<file path="src/rtl/energy_budget_dvfs_ctrl_pkg.sv">
// Shared types and constants for the energy-budget DVFS governor:
// frequency table, FSM state encoding and level width.
package power_pkg;

  localparam int unsigned LEVEL_W  = 3;
  localparam int unsigned NUM_FREQ = 5;

  localparam logic [15:0] FREQ_TABLE [0:NUM_FREQ-1] = '{
    16'd200, 16'd400, 16'd600, 16'd800, 16'd1000
  };

  typedef enum logic [2:0] {
    IDLE,
    MEASURE,
    EVAL,
    REQ,
    SETTLE
  } state_t;

  // Out-of-table levels clamp to the fastest entry.
  function automatic logic [15:0] freq_of(input logic [LEVEL_W-1:0] lvl);
    if (int'(lvl) < NUM_FREQ) return FREQ_TABLE[lvl];
    return FREQ_TABLE[NUM_FREQ-1];
  endfunction

endpackage

</file>
<file path="src/rtl/energy_budget_dvfs_ctrl_sampler.sv">
// Energy window sampler: holds the window-start snapshot and cycle counter,
// and reports the (modulo 2^64) energy consumed since the snapshot.
module energy_window_sampler (
  input  logic        clk,
  input  logic        reset,
  input  logic        load,
  input  logic        count,
  input  logic [31:0] window_cycles,
  input  logic [63:0] energy_total_pj,
  output logic        window_done,
  output logic [63:0] delta
);

  logic [63:0] snap_q, snap_d;
  logic [31:0] cnt_q, cnt_d;
  logic [31:0] last_cnt;

  // A zero-length window behaves as a one-cycle window.
  assign last_cnt    = (window_cycles == '0) ? '0 : window_cycles - 32'd1;
  assign window_done = (cnt_q == last_cnt);
  assign delta       = energy_total_pj - snap_q;

  always_comb begin
    snap_d = snap_q;
    cnt_d  = cnt_q;
    if (load) begin
      snap_d = energy_total_pj;
      cnt_d  = '0;
    end else if (count) begin
      cnt_d = cnt_q + 32'd1;
    end
  end

  always_ff @(posedge clk or posedge reset) begin
    if (reset) begin
      snap_q <= '0;
      cnt_q  <= '0;
    end else begin
      snap_q <= snap_d;
      cnt_q  <= cnt_d;
    end
  end

endmodule

</file>
<file path="src/rtl/energy_budget_dvfs_ctrl.sv">
// Windowed energy-budget governor: compares per-window energy against a
// budget and steps the frequency level through a req/ack handshake.
module energy_budget_dvfs_ctrl
  import power_pkg::*;
#(
  parameter int unsigned NUM_LEVELS    = 5,
  parameter int unsigned RESET_LEVEL   = 4,
  parameter int unsigned SETTLE_CYCLES = 16,
  parameter int unsigned LOW_SHIFT     = 2
) (
  input  logic        clk,
  input  logic        reset,
  input  logic        enable,
  input  logic [31:0] window_cycles,
  input  logic [63:0] budget_pj,
  input  logic [63:0] energy_total_pj,
  output logic        freq_req,
  output logic [15:0] freq_req_mhz,
  input  logic        freq_ack,
  output logic [15:0] current_freq_mhz,
  output logic [2:0]  level,
  output logic        over_budget,
  output logic [63:0] window_energy_pj,
  output logic [31:0] window_count
);

  localparam logic [LEVEL_W-1:0] TOP_LEVEL   = LEVEL_W'(NUM_LEVELS - 1);
  localparam logic [LEVEL_W-1:0] RST_LEVEL   = LEVEL_W'(RESET_LEVEL);
  localparam logic [15:0]        SETTLE_LAST = (SETTLE_CYCLES == 0) ? '0 : 16'(SETTLE_CYCLES - 1);

  state_t              state_q, state_d;
  logic                freq_req_q, freq_req_d;
  logic [15:0]         freq_req_mhz_q, freq_req_mhz_d;
  logic [15:0]         cur_freq_q, cur_freq_d;
  logic [LEVEL_W-1:0]  level_q, level_d;
  logic [LEVEL_W-1:0]  target_q, target_d;
  logic                over_q, over_d;
  logic [63:0]         win_energy_q, win_energy_d;
  logic [31:0]         win_count_q, win_count_d;
  logic [15:0]         settle_q, settle_d;

  logic                samp_load, samp_count, window_done;
  logic [63:0]         delta, low_thresh;
  logic                step_down, step_up;
  logic [LEVEL_W-1:0]  eval_target;

  energy_window_sampler u_sampler (
    .clk             (clk),
    .reset           (reset),
    .load            (samp_load),
    .count           (samp_count),
    .window_cycles   (window_cycles),
    .energy_total_pj (energy_total_pj),
    .window_done     (window_done),
    .delta           (delta)
  );

  // Hysteresis band: hold while delta lies in [budget - budget>>LOW_SHIFT, budget].
  always_comb begin
    low_thresh  = budget_pj - (budget_pj >> LOW_SHIFT);
    step_down   = (delta > budget_pj);
    step_up     = !step_down && (delta < low_thresh);
    eval_target = level_q;
    if (step_down && level_q != '0)
      eval_target = level_q - 1'b1;
    else if (step_up && level_q != TOP_LEVEL)
      eval_target = level_q + 1'b1;
  end

  always_comb begin
    state_d        = state_q;
    freq_req_d     = freq_req_q;
    freq_req_mhz_d = freq_req_mhz_q;
    cur_freq_d     = cur_freq_q;
    level_d        = level_q;
    target_d       = target_q;
    over_d         = 1'b0;
    win_energy_d   = win_energy_q;
    win_count_d    = win_count_q;
    settle_d       = settle_q;
    samp_load      = 1'b0;
    samp_count     = 1'b0;
    unique case (state_q)
      IDLE: begin
        if (enable) begin
          samp_load = 1'b1;
          state_d   = MEASURE;
        end
      end
      MEASURE: begin
        if (!enable) begin
          state_d = IDLE;
        end else begin
          samp_count = 1'b1;
          if (window_done) state_d = EVAL;
        end
      end
      EVAL: begin
        win_energy_d = delta;
        win_count_d  = win_count_q + 32'd1;
        over_d       = step_down;
        if (eval_target != level_q) begin
          target_d       = eval_target;
          freq_req_mhz_d = freq_of(eval_target);
          freq_req_d     = 1'b1;
          state_d        = REQ;
        end else begin
          samp_load = 1'b1;
          state_d   = enable ? MEASURE : IDLE;
        end
      end
      REQ: begin
        if (freq_ack) begin
          freq_req_d = 1'b0;
          level_d    = target_q;
          cur_freq_d = freq_of(target_q);
          settle_d   = '0;
          state_d    = SETTLE;
        end
      end
      SETTLE: begin
        if (settle_q == SETTLE_LAST) begin
          samp_load = 1'b1;
          state_d   = enable ? MEASURE : IDLE;
        end else begin
          settle_d = settle_q + 16'd1;
        end
      end
      default: state_d = IDLE;
    endcase
  end

  always_ff @(posedge clk or posedge reset) begin
    if (reset) begin
      state_q        <= IDLE;
      freq_req_q     <= 1'b0;
      freq_req_mhz_q <= freq_of(RST_LEVEL);
      cur_freq_q     <= freq_of(RST_LEVEL);
      level_q        <= RST_LEVEL;
      target_q       <= RST_LEVEL;
      over_q         <= 1'b0;
      win_energy_q   <= '0;
      win_count_q    <= '0;
      settle_q       <= '0;
    end else begin
      state_q        <= state_d;
      freq_req_q     <= freq_req_d;
      freq_req_mhz_q <= freq_req_mhz_d;
      cur_freq_q     <= cur_freq_d;
      level_q        <= level_d;
      target_q       <= target_d;
      over_q         <= over_d;
      win_energy_q   <= win_energy_d;
      win_count_q    <= win_count_d;
      settle_q       <= settle_d;
    end
  end

  assign freq_req         = freq_req_q;
  assign freq_req_mhz     = freq_req_mhz_q;
  assign current_freq_mhz = cur_freq_q;
  assign level            = level_q;
  assign over_budget      = over_q;
  assign window_energy_pj = win_energy_q;
  assign window_count     = win_count_q;

endmodule

</file>
<file path="config.mk">
export PLATFORM = sky130hd
export DESIGN_NAME = energy_budget_dvfs_ctrl
export DESIGN_NICKNAME = d
export VERILOG_FILES = /design/src/rtl/energy_budget_dvfs_ctrl_pkg.sv /design/src/rtl/energy_budget_dvfs_ctrl_sampler.sv /design/src/rtl/energy_budget_dvfs_ctrl.sv
export SDC_FILE = /design/constraint.sdc
export NUM_CORES = 1
export LEC_CHECK = 0
export BUFFER_PORTS_ARGS = -buffer_cell sky130_fd_sc_hd__buf_2
export CORE_ASPECT_RATIO = 0.75
export CORE_MARGIN = 5
export CORE_UTILIZATION = 45
export DETAILED_ROUTE_END_ITERATION = 10
export GPL_ROUTABILITY_DRIVEN = 0
export GPL_TIMING_DRIVEN = 1
export PLACE_DENSITY = 0.65
export SETUP_SLACK_MARGIN = 0.1
export SYNTH_ARGS = -nofsm -noshare
export SYNTH_HDL_FRONTEND = slang
export SYNTH_SLANG_ARGS = --single-unit
</file>
<file path="constraint.sdc">
create_clock -name clk -period 14.65 [get_ports clk]
set_clock_uncertainty 0.2 [all_clocks]
set_input_delay 2.93 -clock clk [delete_from_list [all_inputs] [get_ports clk]]
set_output_delay 2.93 -clock clk [all_outputs]
set_load 0.05 [all_outputs]
</file>
==> impl_metrics.yaml <==
sta:
  relSlewSlack: 0.101
  finalSetupViolCount: 0
  fmax_ghz: 0.0919
  drv_slew: 0
  fin_crit_sh: 0.743
  setup_tns_ns: 0
  rsz0062_at_grt: "no"
  whs_ns: 0.257
  worst_pin_slew_ns: 1.34
  hold_viol: 0
  min_period_ns: 10.88
yosys:
  ys_seq_area_frac: 0.275
  synth_most_common_cell: "nand2_1"
  yosysWarnings: 0
  synth_top_area_share: 0.260
  postSynthRegisterBits: 231
  synthTopCellsByArea: "dfrtp_1 26%, ha_1 16%, nand2_1 6.8%"
  synth-edff-count: 0
  yosys.area.top_type: "dfrtp_1"
  syn_area_um2: 21100
  synth_commonest_cells: "380 x nand2_1, 261 x ha_1, 219 x dfrtp_1"
  synth_cells: 2624
  ys_types: 72
  async_flop_share: 1.00
  synth-main-ff-cell: "dfrtp_1"
  avgSynthCellArea_um2: 8.03
route:
  drtAntennaViolNets: 0
  wl_per_cell_um: 18.4
  drtPass1Iterations: 5
  drc: 0
  num_vias: 19803
  vias_per_cell: 5.67
  drt-total-wl_um: 64300
  drt_iter0_drc: 1899
layout:
  area_growth_pct: 13.1
  fin_area_um2: 23800
  drive_gt1_frac: 0.133
  finalNetCount: 3271
  fin_util: 0.516
worst_setup_path:
  timing.rr.end: "u_sampler.snap_q[0]$_DFFE_PP0P_"
  path_class: "primary input to register"
  slowest_stage: "o32ai_1"
  worst_setup_path_start_kind: "primary input"
  cp_cell_sequence: "buf_2 > ha_1 > a21oi_1 > o211ai_1 > a41oi_1 > o32ai_1 > o21ai_0 > a21oi_1 > nor2_1 > o21ai_0 > a21boi_0 > xnor2_1 > ha_1 > nand4_1 > nor4_1 > nand2_1 > o31ai_1 > nor3_1 > a21o_1 > o32ai_4 > buf_4 > mux2_2"
  r2r_start: "u_sampler.snap_q[22]$_DFFE_PP0P_"
  crit_fanout: 75
  worstPathArrival_ns: 11.12
  crit_path_end: "u_sampler.snap_q[0]$_DFFE_PP0P_"
  max_stage_delay_ns: 1.25
  crit_buf_inv: 2
  required_ns: 14.89
  reg2reg_slack_ns: 5.86
  critPathCaptureType: "register"
  cp_top_family: "compound AO/OA/AOI/OAI gates"
  ff2ff_path_depth: 22
  cp.depth: 22
  cp-startpoint: "energy_total_pj[22]"
grt:
  antenna_found_initial: 2
  grt_pass1_vias: 18913
  grt_use_total: 0.241
  grt_max_degree: 84
  gr-total-overflow: 0
  grt_pass1_wl_um: 102000
cts:
  clock-sinks: 231
  clock_path_buffers: 3
  post_cts_resized: 0
  htreeDepth: 1
  hold_buffers: 0
  cts_tree: "yes"
  clk-insertion-delay-late_ns: 0.57
  clock-root-buffer: "clkbuf_16"
  clk_pin_slew_ns: 0.06
  postCtsSetupRepairBufs: 0
  cts_buffers: 26
run:
  maxCapViolations: 0
floorplan:
  num_rows: 68
  die_y_um: 197
  initial_utilization: 0.457
  fp.dieW_um: 260
  fp.coreArea_um2: 46100
  ios: 297
  dieArea_um2: 51300
hold_path:
  hold_path_class: "register to register"
pwr:
  p_per_area_nw_per_um2: 215
  p_leak_nw: 11.7
  ir_worst_vdd_mv: 0.122
run_status:
  status: "completed"
placement:
  placedInstanceArea_um2: 22900
  port_buffers: 278
  dp_hpwl_um: 51800
-- worst min-delay path by stage --
stage	startpoint	to	slack, ns	depth (start not counted)
after floorplan	target_q[1]$_DFFE_PP0P_	current_freq_mhz[7]$_DFFE_PP1P_	0.26	1
after global placement	current_freq_mhz[5]$_DFFE_PP1P_	current_freq_mhz[5]$_DFFE_PP1P_	0.25	2
after detailed placement	current_freq_mhz[5]$_DFFE_PP1P_	current_freq_mhz[5]$_DFFE_PP1P_	0.25	2
after CTS	current_freq_mhz[9]$_DFFE_PP1P_	current_freq_mhz[9]$_DFFE_PP1P_	0.26	2
after global routing	current_freq_mhz[5]$_DFFE_PP1P_	current_freq_mhz[5]$_DFFE_PP1P_	0.27	2
final	current_freq_mhz[9]$_DFFE_PP1P_	current_freq_mhz[9]$_DFFE_PP1P_	0.26	2
-- power breakdown --
part	leakage (nW)	internal, mW	switching, mW	total [mW]
clock	0.444	0.421	0.277	0.698
sequential	2.94	0.874	0.130	1.00
combinational	8.29	1.16	2.25	3.41
-- per-stage QoR --
stage / std cells / setup slack, ns / power, mW
after global placement: 3446 / 3.66 / 4.25
after global routing: 3494 / 3.33 / 5.54
after floorplan: 2641 / 5.21 / 3.46
after CTS: 3493 / 4.18 / 5.09
after detailed placement: 3446 / 3.60 / 4.36
final: 3494 / 3.77 / 5.11
-- placed cells by master (no fill, tap or decap), types with 10 or more instances in the layout --
| cell | count |
|---|---|
| nand2_1 | 380 |
| buf_2 | 278 |
| ha_1 | 261 |
| dfrtp_1 | 219 |
| a21oi_1 | 183 |
| inv_1 | 183 |
| o21ai_0 | 173 |
| nor2_1 | 171 |
| xnor2_1 | 140 |
| a21o_1 | 111 |
| xor2_1 | 90 |
| nand4_1 | 86 |
| nand3_1 | 66 |
| nor3_1 | 40 |
| and3_1 | 32 |
| o21bai_1 | 26 |
| clkbuf_16 | 26 |
| a31oi_1 | 24 |
| o211ai_1 | 23 |
| nand2b_1 | 21 |
| a211oi_1 | 20 |
| or3_1 | 19 |
| conb_1 | 18 |
| nor4_1 | 17 |
| mux2_2 | 17 |
| and2_1 | 16 |
| o21a_1 | 15 |
| nor2b_1 | 13 |
| dfstp_2 | 12 |
| and4_1 | 10 |
| or2_2 | 10 |
-- flip-flops by register name (all words and copies together) (netlist names), 3 cells and up --
name,cells
u_sampler.snap_q,64
window_energy_pj,64
u_sampler.cnt_q,32
window_count,32
settle_q,16
current_freq_mhz,6
freq_req_mhz,6
level,3
state_q,3
target_q,3
-- cell families (layout without fill, tap and decap cells) --
kind of cell	Yosys count	count (layout)	share of synthesized area
xor gates and xnor gates	230	230	0.0956
muxes	24	24	0.0124
AOI/OAI and AO/OA	675	675	0.203
buffers and inverters	295	517	0.0567
other	1	19	0.000178
adders and majority gates	263	263	0.157
and+or+nand+nor	905	905	0.200
DFF	231	231	0.275
-- layout make-up --
class	count	area [um2]
Tap cell	630	788
Fill cell	4430	22300
Inverter	184	698
Antenna cell	1	2.50
Timing Repair Buffer	286	1450
Multi-Input combinational cell	2115	14200
Clock buffer	35	734
Sequential cell	231	5800
Clock inverter	12	176
-- routing by layer --
metal | global-route usage | up-vias | share of wire
li1 | - | 9698 | -
met1 | 0.355 | 9337 | 0.47
met2 | 0.357 | 654 | 0.42
met3 | 0.0547 | 112 | 0.080
met4 | 0.0661 | 2 | 0.031
met5 | 0 | - | 0.00020
-- tightest hold or removal path, delay by kind of cell (launching register included) --
family           cells  cell delay (ns)
DFF                  1             0.37
and+or+nand+nor      2             0.09
(Power assumes the default switching activity.)
